File: src/rtl/sbc_led_pkg.sv
// sbc_led_pkg: LED bit positions and default timing constants for the SBC
// activity LED bar. Other front-panel blocks share these definitions.
package sbc_led_pkg;

  // Bit positions of the activity strobes and the heartbeat in the LED bar
  localparam int LED_RAM  = 0;
  localparam int LED_ROM  = 1;
  localparam int LED_IORD = 2;
  localparam int LED_IOWR = 3;
  localparam int LED_SD   = 4;
  localparam int LED_TX   = 5;
  localparam int LED_RX   = 6;
  localparam int LED_HB   = 7;

  // Number of stretched activity channels (everything below the heartbeat)
  localparam int NUM_EVT = 7;

  // Default timing: 1 ms tick at 25 MHz, 50 ms flash, 1 Hz heartbeat
  localparam int DEFAULT_TICK_DIV      = 25000;
  localparam int DEFAULT_STRETCH_TICKS = 50;
  localparam int DEFAULT_HB_TICKS      = 500;

  // Heartbeat wrap limit: full half-period normally, a quarter of it while
  // the CPU is halted so the fast blink stands out
  function automatic logic [11:0] hbLimitFor(input logic halted, input int hbTicks);
    logic [11:0] limit;
    limit = 12'(hbTicks - 1);
    if (halted) begin
      limit = 12'(hbTicks / 4 - 1);
    end
    return limit;
  endfunction

endpackage

File: src/rtl/led_stretch_cell.sv
// led_stretch_cell: turns one activity strobe into a visible flash. Any event
// cycle relights the LED and restarts the hold time; the LED clears on the
// tick that would take the hold counter from 1 to 0.
module led_stretch_cell
  import sbc_led_pkg::*;
#(
  parameter int STRETCH_TICKS = DEFAULT_STRETCH_TICKS
) (
  input  logic pll0_25MHz,
  input  logic reset,
  input  logic evt,
  input  logic tick,
  output logic led
);

  localparam logic [7:0] RELOAD = 8'(STRETCH_TICKS);

  logic [7:0] cnt;

  // Reload on any event (even on a tick, so a late retrigger never drops the
  // LED); otherwise count down one step per tick and clear on the last step
  always_ff @(posedge pll0_25MHz) begin
    if (reset) begin
      cnt <= '0;
      led <= 1'b0;
    end else if (evt) begin
      cnt <= RELOAD;
      led <= 1'b1;
    end else if (tick && (cnt != 8'd0)) begin
      cnt <= cnt - 8'd1;
      if (cnt == 8'd1) begin
        led <= 1'b0;
      end
    end
  end

endmodule

File: src/rtl/sbc_led_activity.sv
// sbc_led_activity: builds the SBC status byte for the front-panel LED bar.
// Bits 6:0 are stretched bus/peripheral activity, bit 7 a heartbeat that
// blinks fast while the CPU is halted. All outputs come straight from flops.
module sbc_led_activity
  import sbc_led_pkg::*;
#(
  parameter int TICK_DIV      = DEFAULT_TICK_DIV,
  parameter int STRETCH_TICKS = DEFAULT_STRETCH_TICKS,
  parameter int HB_TICKS      = DEFAULT_HB_TICKS
) (
  input  logic               pll0_25MHz,
  input  logic               reset,
  input  logic [NUM_EVT-1:0] evt,
  input  logic               cpuHalt,
  output logic [7:0]         fbarSbcLeds
);

  localparam int                 PRESC_W    = $clog2(TICK_DIV);
  localparam logic [PRESC_W-1:0] PRESC_LAST = PRESC_W'(TICK_DIV - 1);

  logic [NUM_EVT-1:0] evtQ;
  logic               haltQ;
  logic [PRESC_W-1:0] prescCnt;
  logic               tick;
  logic [11:0]        hbCnt;
  logic [11:0]        hbLimit;
  logic               hb;
  logic [NUM_EVT-1:0] ledVec;

  // Register the strobes and the halt flag once; every cycle evtQ is high
  // counts as an event, there is no edge detection
  always_ff @(posedge pll0_25MHz) begin
    if (reset) begin
      evtQ  <= '0;
      haltQ <= 1'b0;
    end else begin
      evtQ  <= evt;
      haltQ <= cpuHalt;
    end
  end

  // Free-running prescaler; the cycle it sits at its last value is the tick
  always_ff @(posedge pll0_25MHz) begin
    if (reset) begin
      prescCnt <= '0;
    end else if (prescCnt == PRESC_LAST) begin
      prescCnt <= '0;
    end else begin
      prescCnt <= prescCnt + PRESC_W'(1);
    end
  end

  assign tick = (prescCnt == PRESC_LAST);

  // Pick the heartbeat wrap limit from the registered halt state
  always_comb begin
    hbLimit = hbLimitFor(haltQ, HB_TICKS);
  end

  // Heartbeat: count ticks and toggle at the limit; using >= means a sudden
  // drop of the limit (halt raised late in a half-period) wraps on the next tick
  always_ff @(posedge pll0_25MHz) begin
    if (reset) begin
      hbCnt <= '0;
      hb    <= 1'b0;
    end else if (tick) begin
      if (hbCnt >= hbLimit) begin
        hbCnt <= '0;
        hb    <= ~hb;
      end else begin
        hbCnt <= hbCnt + 12'd1;
      end
    end
  end

  // One stretch cell per activity strobe, all sharing the prescaler tick
  for (genvar i = 0; i < NUM_EVT; i++) begin : gCell
    led_stretch_cell #(
      .STRETCH_TICKS(STRETCH_TICKS)
    ) uCell (
      .pll0_25MHz(pll0_25MHz),
      .reset     (reset),
      .evt       (evtQ[i]),
      .tick      (tick),
      .led       (ledVec[i])
    );
  end

  assign fbarSbcLeds[LED_HB]          = hb;
  assign fbarSbcLeds[LED_RX:LED_RAM]  = ledVec;

endmodule
File: config.mk
export PLATFORM = sky130hd
export DESIGN_NAME = sbc_led_activity
export DESIGN_NICKNAME = d
export VERILOG_FILES = /design/src/rtl/sbc_led_pkg.sv /design/src/rtl/led_stretch_cell.sv /design/src/rtl/sbc_led_activity.sv
export SDC_FILE = /design/constraint.sdc
export NUM_CORES = 1
export LEC_CHECK = 0
export CORE_MARGIN = 3
export CORE_UTILIZATION = 30
export DETAILED_ROUTE_END_ITERATION = 7
export PLACE_DENSITY = 0.54
export SLEW_MARGIN = 10
export SYNTH_ARGS = -nofsm -noshare
export SYNTH_HDL_FRONTEND = slang
export SYNTH_SLANG_ARGS = --single-unit
export TNS_END_PERCENT = 30
File: constraint.sdc
create_clock -name pll0_25MHz -period 2.63 [get_ports pll0_25MHz]
set_input_delay 0.3945 -clock pll0_25MHz [delete_from_list [all_inputs] [get_ports pll0_25MHz]]
set_output_delay 0.3945 -clock pll0_25MHz [all_outputs]
set_load 0.05 [all_outputs]
==> impl_metrics.tcl <==
set metrics [dict create \
    postRouteAntennaNets 0 \
    hold_viol_final 0 \
    rsz0062_at_grt "false" \
    synth_edf_count 0 \
    initial_core_util_pct 31.3 \
    yosys.cell_types.count 43 \
    synth-main-ff-cell "dfxtp_1" \
    r2r_end "hbCnt[2]" \
    setup-tns-final_ps 0 \
    post-route-drc-count 0 \
    syn_area_per_cell_um2 8.76 \
    synth_area_um2 4850 \
    tritoncts "done" \
    synth_warnings 0 \
    viasPerCell 4.82 \
    ys_seq_elements 99 \
    cts_sinks 99 \
    root_buffer "clkbuf_16" \
    drt_wl_total_mm 9.14 \
    path_max_fanout 15 \
    htreeDepth 3 \
    dieArea_um2 17700 \
    first_global_vias 3524 \
    ir_drop_mv 0.345 \
    period_share_pct 80.4 \
    cp.required_ps 2910 \
    grt.overflow.total 0 \
    rows 45 \
    final_common_cell "dfxtp_1" \
    synth_fp_nets 591 \
    vias 3746 \
    nFillCells 1586 \
    finalSetupViolations 0 \
    syn_inst 553 \
    worstHoldStart "reset" \
    reg2regPathDepth 8 \
    holdBufCountCts 0 \
    postCtsSetupBuffers 0 \
    cap_violations 0 \
    hp-class "primary input to flip-flop" \
    ys_top_cells_by_area "dfxtp_1 41%, xor2_1 8.3%, ha_1 7.2%" \
    area_growth_pct 12.8 \
    die_w_um 133 \
    fin_util_pct 35.3 \
    fin_hold_ws_ps 326 \
    maxSlewHeadroom_pct 59.6 \
    cts_resized 0 \
    finalClockSkew_ps 6.88 \
    cts_buffers 9 \
    rr_startpoint "haltQ" \
    synth_top_area_cell "dfxtp_1" \
    min_path_cells 2 \
    status "finished clean" \
    grt_max_degree 46 \
    critPathKind "flip-flop to flip-flop" \
    fmax_mhz 473 \
    setup_ws_ps 515 \
    p_per_area_nw_per_um2 584 \
    drtPass1Iterations 4 \
    worstMarginPinSlew_ps 600 \
    endpoint_kind "flip-flop" \
    drtIter0Drc 216 \
    core_um2 15500 \
    finalMaxSlewViolations 0 \
    total_leakage_power_nw 1.93 \
    place_ws_ps 515 \
    nets 600 \
    yosysTopAreaCellShare_pct 40.9 \
    gp_congestion 0.811 \
    drt-wirelength-per-cell_um 11.8 \
    clock_latency_ps 350 \
    drive_above_1_share_pct 5.48 \
    cp-startpoint "haltQ" \
    yosysSeqAreaShare_pct 40.9 \
    grt_pass1_wl_mm 15.9 \
    hpwl_mm 6.37 \
    hold_end "gCell[3].uCell.cnt[4]" \
    die_h_um 133 \
    cp-start-kind "flip-flop" \
    layout_common_cells "99 x dfxtp_1, 51 x nor2_1, 46 x xor2_1" \
    cts_buffer_depth 2 \
    diodes 0 \
    async_flop_share_pct 0 \
    io_buffers 17 \
    grtUsageTotal_pct 10.7 \
    critPathArrivalTime_ps 2390 \
    antenna_found_initial 0 \
    period_needed_ps 2120 \
    clkTransAtPathRegs_ps 70 \
    io_pins 18 \
    r2r_slack_ps 510 \
]
layout make-up:
type                       count  area, µm²  area share (%)
inverter                      25       93.8            1.72
multi-input combinational    402       2590            47.3
sequential                    99       1980            36.2
timing repair buffer          25        238            4.35
tap                          211        264            4.83
clock inverter                 4       50.0           0.915
clock buffer                  11        253            4.62
critical path, cell delays in order (launching register included):
cell,delay [ps]
dfxtp_1,400
inv_1,110
ha_1,290
nand2b_1,140
a2111o_1,420
a31oi_2,180
buf_4,220
nand4b_1,120
a31oi_1,180
flip-flops by register name (all words and copies together), names as in the netlist:
name	cells
evtQ	7
hb	1
prescCnt	15
hbCnt	12
gCell.uCell.led	7
gCell.uCell.cnt	56
haltQ	1
power by group:
group / switching (mW) / leakage, nW / internal [mW]
logic: 0.156 / 0.980 / 0.101
registers: 0.0504 / 0.808 / 1.55
clock network: 0.559 / 0.144 / 0.782
total: 0.766 / 1.93 / 2.43
worst max-delay path by stage:
stage,endpoint,slack [ps],depth (start not counted)
CTS,hbCnt[2],500,8
detailed placement,hbCnt[2],510,8
global placement,hbCnt[2],620,8
finish,hbCnt[2],510,8
floorplan,hbCnt[3],630,8
global route,hbCnt[11],410,8
through the flow:
step                      area, µm²  std cells  total power [mW]
after floorplan                4850        553              1.82
after global placement         5160        762              1.88
after detailed placement       5160        762              1.89
after CTS                      5470        777              3.25
after global routing           5470        777              3.34
final                          5470        777              3.20
cells by family (layout without fill, tap and decap cells):
group | Yosys count | in the layout | synth area share [%]
compound gates | 56 | 56 | 7.05
xor+xnor | 60 | 60 | 10.8
fa+ha+maj | 28 | 28 | 7.23
buf+inv | 52 | 65 | 5.73
mux | 1 | 1 | 0.207
simple gates | 257 | 257 | 28.0
flops | 99 | 99 | 40.9
metal layers:
metal	vias to the layer above	global-route usage (%)	routed length (µm)
met2	41	17.0	4110
li1	1948	-	-
met3	13	3.29	330
met5	-	0	0
met1	1744	13.7	4540
met4	0	3.94	152
cell usage after synthesis (2+ instances only):
cell type / n
nor2b_1: 15
clkbuf_1: 11
a31oi_1: 12
nand4b_1: 8
o41ai_1: 2
or2_1: 2
nor2_1: 51
buf_6: 2
buf_4: 12
xnor2_1: 14
xor2_1: 46
and4_1: 3
nand2_1: 35
a311oi_1: 2
or2_0: 6
a21oi_1: 24
o21ai_0: 9
nor4_1: 12
nand2b_1: 3
nor3_1: 39
buf_8: 2
ha_1: 28
or3_1: 3
or2_2: 2
inv_1: 25
and3_1: 5
and2_1: 2
nor4b_2: 2
nand3_1: 35
dfxtp_1: 99
nand3b_1: 2
nand4_1: 29
Power figures use the tool's default switching activity.
